[src/rtl/vif_pkg.sv]
`default_nettype none
// ============================================================================
// Module      : vif_pkg
// Description : Shared types and widths for the draw-side video memory
//               interface: FSM state encoding, address/data/mask widths.
// Revision    : 1.0 - initial release
// ============================================================================
package vif_pkg;

  localparam int X_W     = 9;
  localparam int Y_W     = 14;
  localparam int ADR_W   = Y_W + X_W;
  localparam int DATA_W  = 64;
  localparam int MASK_W  = 8;
  localparam int BURST_W = 8;
  localparam int RDCNT_W = 4;
  localparam int STALL_W = 10;

  typedef enum logic [1:0] {
    ST_IDLE  = 2'd0,
    ST_DRAW  = 2'd1,
    ST_DRAIN = 2'd2,
    ST_DISP  = 2'd3
  } state_t;

endpackage
`default_nettype wire

[src/rtl/vif_rdtrack.sv]
`default_nettype none
// ============================================================================
// Module      : vif_rdtrack
// Description : Outstanding-read tracker for the draw port. Counts acked reads
//               against in-order memory returns, flags returns with nothing
//               outstanding, and registers the accepted return data.
// Revision    : 1.0 - initial release
// ============================================================================
module vif_rdtrack
  import vif_pkg::*;
#(
  parameter int MAX_RD = 4
) (
  input  logic               clk,
  input  logic               rst,
  input  logic               rd_ack,
  input  logic               mem_rvalid,
  input  logic [DATA_W-1:0]  mem_rdata,
  output logic [RDCNT_W-1:0] rd_cnt,
  output logic               rd_room,
  output logic               drained,
  output logic               rv_err,
  output logic               rdata_vld,
  output logic [DATA_W-1:0]  rdata
);

  // A return is only accepted if a read is outstanding or being acked in
  // the same cycle; anything else is a stray return and is dropped.
  logic ret_ok;
  assign ret_ok  = mem_rvalid & ((rd_cnt != '0) | rd_ack);
  assign rd_room = (rd_cnt < RDCNT_W'(MAX_RD));
  // Counter reaches zero at the end of this cycle (covers the last return).
  assign drained = (rd_cnt == '0) |
                   ((rd_cnt == RDCNT_W'(1)) & mem_rvalid & !rd_ack);

  // Outstanding count, stray-return flag and the return data register.
  always_ff @(posedge clk) begin
    if (rst) begin
      rd_cnt    <= '0;
      rv_err    <= 1'b0;
      rdata_vld <= 1'b0;
      rdata     <= '0;
    end else begin
      rdata_vld <= ret_ok;
      if (ret_ok) begin
        rdata <= mem_rdata;
      end
      if (mem_rvalid & !ret_ok) begin
        rv_err <= 1'b1;
      end
      if (rd_ack & !mem_rvalid) begin
        rd_cnt <= rd_cnt + RDCNT_W'(1);
      end else if (!rd_ack & ret_ok) begin
        rd_cnt <= rd_cnt - RDCNT_W'(1);
      end
    end
  end

endmodule
`default_nettype wire

[src/rtl/vif_draw_resp.sv]
`default_nettype none
// ============================================================================
// Module      : vif_draw_resp
// Description : Arbitrates a single memory command port between the drawing
//               engine and display fetch. Draw commands are passed through
//               combinationally; display is granted the port after draw reads
//               drain, with a bounded draw burst while display is waiting.
// Revision    : 1.0 - initial release
// ============================================================================
module vif_draw_resp
  import vif_pkg::*;
#(
  parameter int BURST_MAX = 32,
  parameter int MAX_RD    = 4
) (
  input  logic              CLK,
  input  logic              RST,
  input  logic              DRW_VRAMREQ,
  input  logic              DRW_VRAMWRITE,
  input  logic [ADR_W-1:0]  DRW_VRAMADR,
  input  logic [MASK_W-1:0] DRW_VRAMDMASK,
  input  logic [DATA_W-1:0] DRW_VRAMWDATA,
  output logic              VIF_DRWACK,
  output logic              VIF_DRWRDATAVLD,
  output logic [DATA_W-1:0] VIF_DRWRDATA,
  input  logic              DISP_REQ,
  output logic              DISP_GNT,
  input  logic              MEM_READY,
  output logic              MEM_CMD,
  output logic              MEM_WE,
  output logic [ADR_W-1:0]  MEM_ADR,
  output logic [DATA_W-1:0] MEM_WDATA,
  output logic [MASK_W-1:0] MEM_DMASK,
  input  logic              MEM_RVALID,
  input  logic [DATA_W-1:0] MEM_RDATA,
  output logic [1:0]        ERROR
);

  localparam logic [BURST_W-1:0] BURST_LIM = BURST_W'(BURST_MAX);

  state_t              state;
  state_t              state_nxt;
  logic [BURST_W-1:0]  burst;
  logic [STALL_W-1:0]  stall;
  logic                stall_err;
  logic [RDCNT_W-1:0]  rd_cnt;
  logic                rd_room;
  logic                drained;
  logic                rv_err;
  logic                burst_full;
  logic                ack;
  logic                rd_ack;

  // Display has waited long enough: stop accepting draw commands.
  assign burst_full = DISP_REQ & (burst == BURST_LIM);
  assign ack        = (state == ST_DRAW) & DRW_VRAMREQ & MEM_READY &
                      (DRW_VRAMWRITE | rd_room) & !burst_full;
  assign rd_ack     = ack & !DRW_VRAMWRITE;

  assign VIF_DRWACK = ack;
  assign MEM_CMD    = ack;
  assign MEM_WE     = ack & DRW_VRAMWRITE;
  assign MEM_ADR    = ack ? DRW_VRAMADR   : '0;
  assign MEM_WDATA  = ack ? DRW_VRAMWDATA : '0;
  assign MEM_DMASK  = ack ? DRW_VRAMDMASK : '0;
  assign ERROR      = {stall_err, rv_err};

  vif_rdtrack #(
    .MAX_RD (MAX_RD)
  ) u_rdtrack (
    .clk        (CLK),
    .rst        (RST),
    .rd_ack     (rd_ack),
    .mem_rvalid (MEM_RVALID),
    .mem_rdata  (MEM_RDATA),
    .rd_cnt     (rd_cnt),
    .rd_room    (rd_room),
    .drained    (drained),
    .rv_err     (rv_err),
    .rdata_vld  (VIF_DRWRDATAVLD),
    .rdata      (VIF_DRWRDATA)
  );

  // State register; the display grant is a flop that tracks the DISP state.
  always_ff @(posedge CLK) begin
    if (RST) begin
      state    <= ST_IDLE;
      DISP_GNT <= 1'b0;
    end else begin
      state    <= state_nxt;
      DISP_GNT <= (state_nxt == ST_DISP);
    end
  end

  // Next-state logic; display wins ties from IDLE.
  always_comb begin
    state_nxt = state;
    case (state)
      ST_IDLE: begin
        if (DISP_REQ) begin
          state_nxt = ST_DISP;
        end else if (DRW_VRAMREQ) begin
          state_nxt = ST_DRAW;
        end
      end
      ST_DRAW: begin
        if (DISP_REQ & ((burst == BURST_LIM) | !DRW_VRAMREQ)) begin
          state_nxt = ST_DRAIN;
        end else if (!DRW_VRAMREQ & !DISP_REQ) begin
          state_nxt = ST_IDLE;
        end
      end
      ST_DRAIN: begin
        if (drained) begin
          state_nxt = ST_DISP;
        end
      end
      ST_DISP: begin
        if (!DISP_REQ) begin
          state_nxt = ST_IDLE;
        end
      end
      default: state_nxt = ST_IDLE;
    endcase
  end

  // Burst counter: zero outside DRAW, saturating count of acks inside it.
  always_ff @(posedge CLK) begin
    if (RST) begin
      burst <= '0;
    end else if (state != ST_DRAW) begin
      burst <= '0;
    end else if (ack & (burst != '1)) begin
      burst <= burst + BURST_W'(1);
    end
  end

  // Stall watchdog: a request left unacked for 1024 cycles is flagged.
  always_ff @(posedge CLK) begin
    if (RST) begin
      stall     <= '0;
      stall_err <= 1'b0;
    end else if (DRW_VRAMREQ & !ack) begin
      stall <= stall + STALL_W'(1);
      if (stall == '1) begin
        stall_err <= 1'b1;
      end
    end else begin
      stall <= '0;
    end
  end

endmodule
`default_nettype wire
[config.mk]
export PLATFORM = sky130hd
export DESIGN_NAME = vif_draw_resp
export DESIGN_NICKNAME = d
export VERILOG_FILES = /design/src/rtl/vif_pkg.sv /design/src/rtl/vif_rdtrack.sv /design/src/rtl/vif_draw_resp.sv
export SDC_FILE = /design/constraint.sdc
export NUM_CORES = 1
export LEC_CHECK = 0
export BUFFER_PORTS_ARGS = -buffer_cell sky130_fd_sc_hd__buf_4
export CAP_MARGIN = 25
export CORE_AREA = 8 8 124 126
export CTS_BUF_LIST = sky130_fd_sc_hd__clkbuf_4 sky130_fd_sc_hd__clkbuf_8
export CTS_CLUSTER_SIZE = 24
export DETAILED_ROUTE_END_ITERATION = 6
export DIE_AREA = 0 0 132 134
export HOLD_SLACK_MARGIN = 0.12
export PLACE_DENSITY = 0.74
export SLEW_MARGIN = 25
export SYNTH_ARGS = -nofsm -noshare
export SYNTH_HDL_FRONTEND = slang
export SYNTH_SLANG_ARGS = --single-unit
[constraint.sdc]
create_clock -name CLK -period 2.6 [get_ports CLK]
set_clock_uncertainty 0.1 [all_clocks]
set_input_delay 0.13 -clock CLK [delete_from_list [all_inputs] [get_ports CLK]]
set_output_delay 0.13 -clock CLK [all_outputs]
set_load 0.005 [all_outputs]
=== Word level (Yosys, flattened, before mapping) ===
Cells that the tools add are included.

* Flip-flop bits (word level): 92
* Bits of input ports: 166
* Output and inout port bits: 166
* Word-level logic and storage cells: 72

* Add/sub/neg operators: 4
* $lt $le $gt $ge: 1
* Equal/unequal tests: 9
* Muxes and demuxes: 12
* Bitwise logic cells: 22
* Reductions and logical operators: 15

{| class="wikitable"
|+ Operator list
! operator !! count
|-
| $mux 64 || 1
|-
| $mux 23 || 1
|-
| $and 1x1->1 || 17
|-
| $mux 2 || 6
|-
| $add 10x1->10 const B || 1
|-
| $eq 10x10->1 const B || 1
|-
| $add 8x1->8 const B || 1
|-
| $eq 8x6->1 const B || 1
|-
| $logic_not 1->1 || 8
|-
| $mux 4 || 2
|-
| $mux 8 || 1
|-
| $ne 8x8->1 const B || 1
|-
| $pmux 2 s4 || 1
|-
| $eq 2x2->1 const B || 3
|-
| $add 4x1->4 const B || 1
|-
| $eq 4x1->1 const B || 1
|-
| $logic_not 4->1 || 1
|-
| $lt 4x3->1 const B || 1
|-
| $or 1x1->1 || 4
|-
| $reduce_bool 4->1 || 1
|-
| $reduce_or 2->1 || 2
|-
| $sub 4x1->4 const B || 1
|-
| $eq 2x1->1 const B || 1
|-
| $logic_not 2->1 || 1
|-
| other kinds (4) || 4
|}

=== Depth between registers and ports, before layout ===
* Depth after elaboration: 12
* Depth in mapped cells: 8
* Mapped depth without buffers: 7

=== Hierarchy ===
From an unflattened synthesis, not the netlist that was laid out.

* Cell total of the unflattened synthesis: 552
* Area total of the unflattened synthesis: 4290.4 µm²

{| class="wikitable"
|+ Modules (own cells, without submodules)
! module !! instances !! cells each !! area an instance (µm²)
|-
| vif_rdtrack || 1 || 322 || 2587.5
|-
| vif_draw_resp || 1 || 230 || 1702.9
|}

=== Least setup slack after synthesis ===
No wires, ideal clock.

* Kind: register -> output
* Start point: register burst[0]
* End point: output port VIF_DRWACK
* Arrival time: 1.811 ns
* Required time: 2.370 ns
* Path slack: 0.559 ns
* Cell stages (with the launch flop): 9
* Buffers on the path: 2
* Cells stage by stage: dfxtp_1 > inv_1 > ha_1 > and4bb_2 > a21oi_1 > buf_2 > nand2_1 > inv_1 > buf_4

* Cells in the longest elaborated chain, start to end: 4

{| class="wikitable"
|+ RTL lines
! what !! line !! source
|-
| start, declared || vif_draw_resp.sv:43 || <nowiki>logic [BURST_W-1:0] burst;</nowiki>
|-
| start signal, assigned || vif_draw_resp.sv:134 || <nowiki>burst <= burst + BURST_W'(1);</nowiki>
|-
| $eq 8x6->1 || vif_draw_resp.sv:55 || <nowiki>assign burst_full = DISP_REQ & (burst == BURST_LIM);</nowiki>
|-
| $and 1x1->1 || vif_draw_resp.sv:55 ||
|-
| $logic_not 1->1 || vif_draw_resp.sv:57 || <nowiki>(DRW_VRAMWRITE | rd_room) & !burst_full;</nowiki>
|-
| $and 1x1->1 || vif_draw_resp.sv:57 ||
|-
| end, declared || vif_draw_resp.sv:23 || <nowiki>output logic VIF_DRWACK,</nowiki>
|}

No other way between the ends.

=== Worst setup path in the final report ===
* Start point: register burst[0]
* End point: output port MEM_WDATA[54]

* Cells in the longest elaborated chain, start to end: 5

{| class="wikitable"
|+ RTL lines
! what !! line !! source
|-
| $eq 8x6->1 || vif_draw_resp.sv:55 ||
|-
| $and 1x1->1 || vif_draw_resp.sv:55 ||
|-
| $logic_not 1->1 || vif_draw_resp.sv:57 ||
|-
| $and 1x1->1 || vif_draw_resp.sv:57 ||
|-
| $mux 64 || vif_draw_resp.sv:64 || <nowiki>assign MEM_WDATA = ack ? DRW_VRAMWDATA : '0;</nowiki>
|-
| end, declared || vif_draw_resp.sv:32 || <nowiki>output logic [DATA_W-1:0] MEM_WDATA,</nowiki>
|}

No other way between the ends.

==> flow_summary_export.csv <==
group,metric,value,unit
drt,drcViolationCount,0,
global_route,globalRouteOverflowTotal,0,
power,p_leak,4.21,nW
worst_setup_path,crit_family,"buffers and inverters",
sta,max-slew-margin-rel,54.0,%
sta,setup_tns,0,ns
global_route,grtUsageTotal,23.6,%
power,ir_drop,0.000489,V
worst_setup_path,cp_cell_sequence,"inv_1 -> ha_1 -> and4bb_2 -> a21oi_4 -> buf_4 -> clkbuf_16 -> and3_1 -> buf_4",
sta,holdWs,0.187,ns
synthesis,synthTopCellsByCount,"nand2b_1, and3_1, dfxtp_1, mux2i_1, clkbuf_1",
synthesis,yosysMostFrequentCell,"nand2b_1",
worst_setup_path,crit_buf_inv,4,
sta,fin_crit,2.44,ns
clock_tree,clock_path_buffers,2,
cells_and_area,area_growth,66.8,%
floorplanning,die_h,134,um
clock_tree,clk-insertion-delay-late,0.36,ns
worst_setup_path,path_class,"flip-flop to output port",
synthesis,synth-seq-area-share,35.8,%
worst_setup_path,cp_data_arrival_time,2.21,ns
synthesis,async_flop_share,0,%
cells_and_area,fin_nets,1114,
synthesis,netlist_instances,573,
place,pre_cts_ws,0.370,ns
floorplanning,fp-row-count,43,
synthesis,yosysTopAreaCellShare,35.8,%
synthesis,synth_flop_cell,"dfxtp_1",
floorplanning,start_util,38.0,%
place,gp_congestion,0.878,
clock_tree,cts_inserted_buffers,9,
drt,drt_iter0_drc,252,
worst_setup_path,required,2.37,ns
clock_tree,path_clk_slew,0.09,ns
synthesis,syn_area_per_cell,8.97,sq um
power,finalPower,0.00518,W
sta,worst_pin_slew,0.689,ns
sta,fmax,0.410,GHz
sta,slew_violations,0,
synthesis,synth_edf_count,0,
drt,viasPerCell,4.82,
global_route,grt_pass1_vias,5437,
place,portBuffers,331,
synthesis,yosys-top-cells-area,"dfxtp_1, nand2b_1, mux2i_1",
synthesis,yosysUniqueCellTypes,44,
sta,setup_viol,0,
cells_and_area,drive_above_1_share,38.8,%
power,power_density,605,nW/um^2
floorplanning,dieArea,17700,sq um
synthesis,syn-num-nets,746,
worst_setup_path,crit_path_start_kind,"flip-flop",
sta,rsz0062_at_grt,"no",
synthesis,synth_seq_cells,92,
place,dp_hpwl,16.5,mm
drt,drt_pass1_iterations,4,
floorplanning,dieWidth,132,um
sta,finalHoldViolations,0,
clock_tree,cts_root_buf,"clkbuf_8",
floorplanning,io_pins,332,
drt,wl,22.1,mm
worst_setup_path,end_kind,"output port",
clock_tree,clkSinkCount,92,
synthesis,ys_warn_count,0,
clock_tree,cts.repair.resized,0,
worst_setup_path,cp_max_fo,49,
worst_setup_path,critPathMaxStageDelay,0.41,ns
global_route,grt_max_degree,100,
drt,wl_per_cell,19.6,um
run,drv_cap,0,
cells_and_area,diodes,0,
synthesis,synth_area_leader_cell,"dfxtp_1",
global_route,antenna_found_initial,0,
worst_setup_path,cpMaxStageDelayCell,"dfxtp_1",
worst_setup_path,cpMostUsedCell,"buf_4",
status,status,"complete, no violations",
min_path,hold_path.class,"primary input to flip-flop",
drt,drtAntennaViolNets,0,
global_route,grt_first_pass_wirelength,32.4,mm
sta,setup_ws,0.162,ns
clock_tree,htreeDepth,3,
synthesis,netlist_area,5140,sq um
floorplanning,coreArea,13500,sq um
sta,timing.final.crit_share,93.8,%
drt,vias,5432,
clock_tree,cts_tree,"done",
-- routing by layer --
layer | wire (um) | global-route usage, % | share of wire, % | vias up
met5 | 0 | 0 | 0 | -
met4 | 805 | 11.9 | 3.6 | 0
met3 | 1970 | 8.45 | 8.9 | 33
met2 | 11100 | 41.9 | 50 | 237
met1 | 8210 | 24.1 | 37 | 2474
li1 | - | - | - | 2688
-- cells in the final DEF, fill, tap and decap left out, types with 5 or more instances in the layout --
cell / netlist / routed
mux2i_1: 69 / 69
dlygate4sd3_1: 0 / 68
dfxtp_1: 92 / 92
o31ai_1: 5 / 5
or4_1: 5 / 5
nor2b_1: 6 / 6
nand2b_1: 132 / 132
nand3_1: 9 / 9
buf_4: 4 / 336
a21oi_1: 8 / 7
nand2_1: 12 / 12
ha_1: 7 / 7
nor3_1: 5 / 5
clkbuf_8: 0 / 11
nor2_1: 18 / 18
inv_1: 7 / 7
and3_1: 99 / 99
-- worst register-to-register path: cells and delay by family, from the launching register on --
| family | cells | cell delay (ns) |
|---|---|---|
| AOI/OAI and AO/OA | 2 | 0.67 |
| adders and majority gates | 1 | 0.19 |
| buffers and inverters | 2 | 0.32 |
| DFF | 1 | 0.41 |
| muxes | 1 | 0.25 |
| and+or+nand+nor | 1 | 0.28 |
-- final timing paths --
| kind | startpoint | end | slack [ns] | cells after the start |
|---|---|---|---|---|
| max | burst[0]$_SDFFE_PP0P_ | MEM_WDATA[54] | 0.16 | 8 |
| min | RST | u_rdtrack.rdata_vld$_SDFF_PP0_ | 0.19 | 2 |
| max reg2reg | burst[0]$_SDFFE_PP0P_ | u_rdtrack.rdata[0]$_SDFFE_PP0P_ | 0.31 | 7 |
| min reg2reg | u_rdtrack.rv_err$_SDFFE_PP0P_ | u_rdtrack.rv_err$_SDFFE_PP0P_ | 0.35 | 2 |
-- layout make-up --
cell class / instances / area (sq um)
Clock inverter: 3 / 43.8
Fill cell: 1095 / 4940
Clock buffer: 13 / 166
Inverter: 7 / 26.3
Multi-Input combinational cell: 423 / 2980
Timing Repair Buffer: 408 / 3290
Tap cell: 180 / 225
Sequential cell: 92 / 1840
-- report_power, final --
| group | leakage [nW] | switching [W] | internal [W] |
|---|---|---|---|
| clock | 0.111 | 0.000494 | 0.000522 |
| combinational | 3.35 | 0.00103 | 0.00123 |
| sequential | 0.750 | 0.000191 | 0.00171 |
-- state kept, by name, summed over array words and instances, names as in the netlist --
| name | flops |
|---|---|
| u_rdtrack.rd_cnt | 4 |
| stall | 10 |
| stall_err | 1 |
| u_rdtrack.rv_err | 1 |
| burst | 8 |
| u_rdtrack.rdata | 64 |
| u_rdtrack.rdata_vld | 1 |
| DISP_GNT | 1 |
| state | 2 |
-- cell families (layout without fill, tap and decap cells) --
group | count (synthesis) | count (layout) | synth area share, %
adders and majority gates | 7 | 7 | 1.70
xor gates and xnor gates | 8 | 8 | 1.36
and+or+nand+nor | 306 | 306 | 36.5
AOI/OAI and AO/OA | 31 | 31 | 4.26
buffers and inverters | 58 | 431 | 6.45
DFF | 92 | 92 | 35.9
muxes | 71 | 71 | 13.9
-- through the flow --
step	utilization [%]	cell area, sq um	instances
after global routing	63.4	8570	1126
after detailed placement	56.6	7640	1039
after floorplan	-	5140	573
final	63.4	8570	1126
after global placement	56.6	7640	1039
after CTS	63.2	8530	1123
-- timing repair --
action / 4_1_cts / 5_1_grt
hold buffers: 68 / 0
endpoints found under the hold margin: 71 / 0
buffers inserted: 0 / 2
endpoints found under the setup margin: 0 / 3
(Power assumes the default switching activity.)
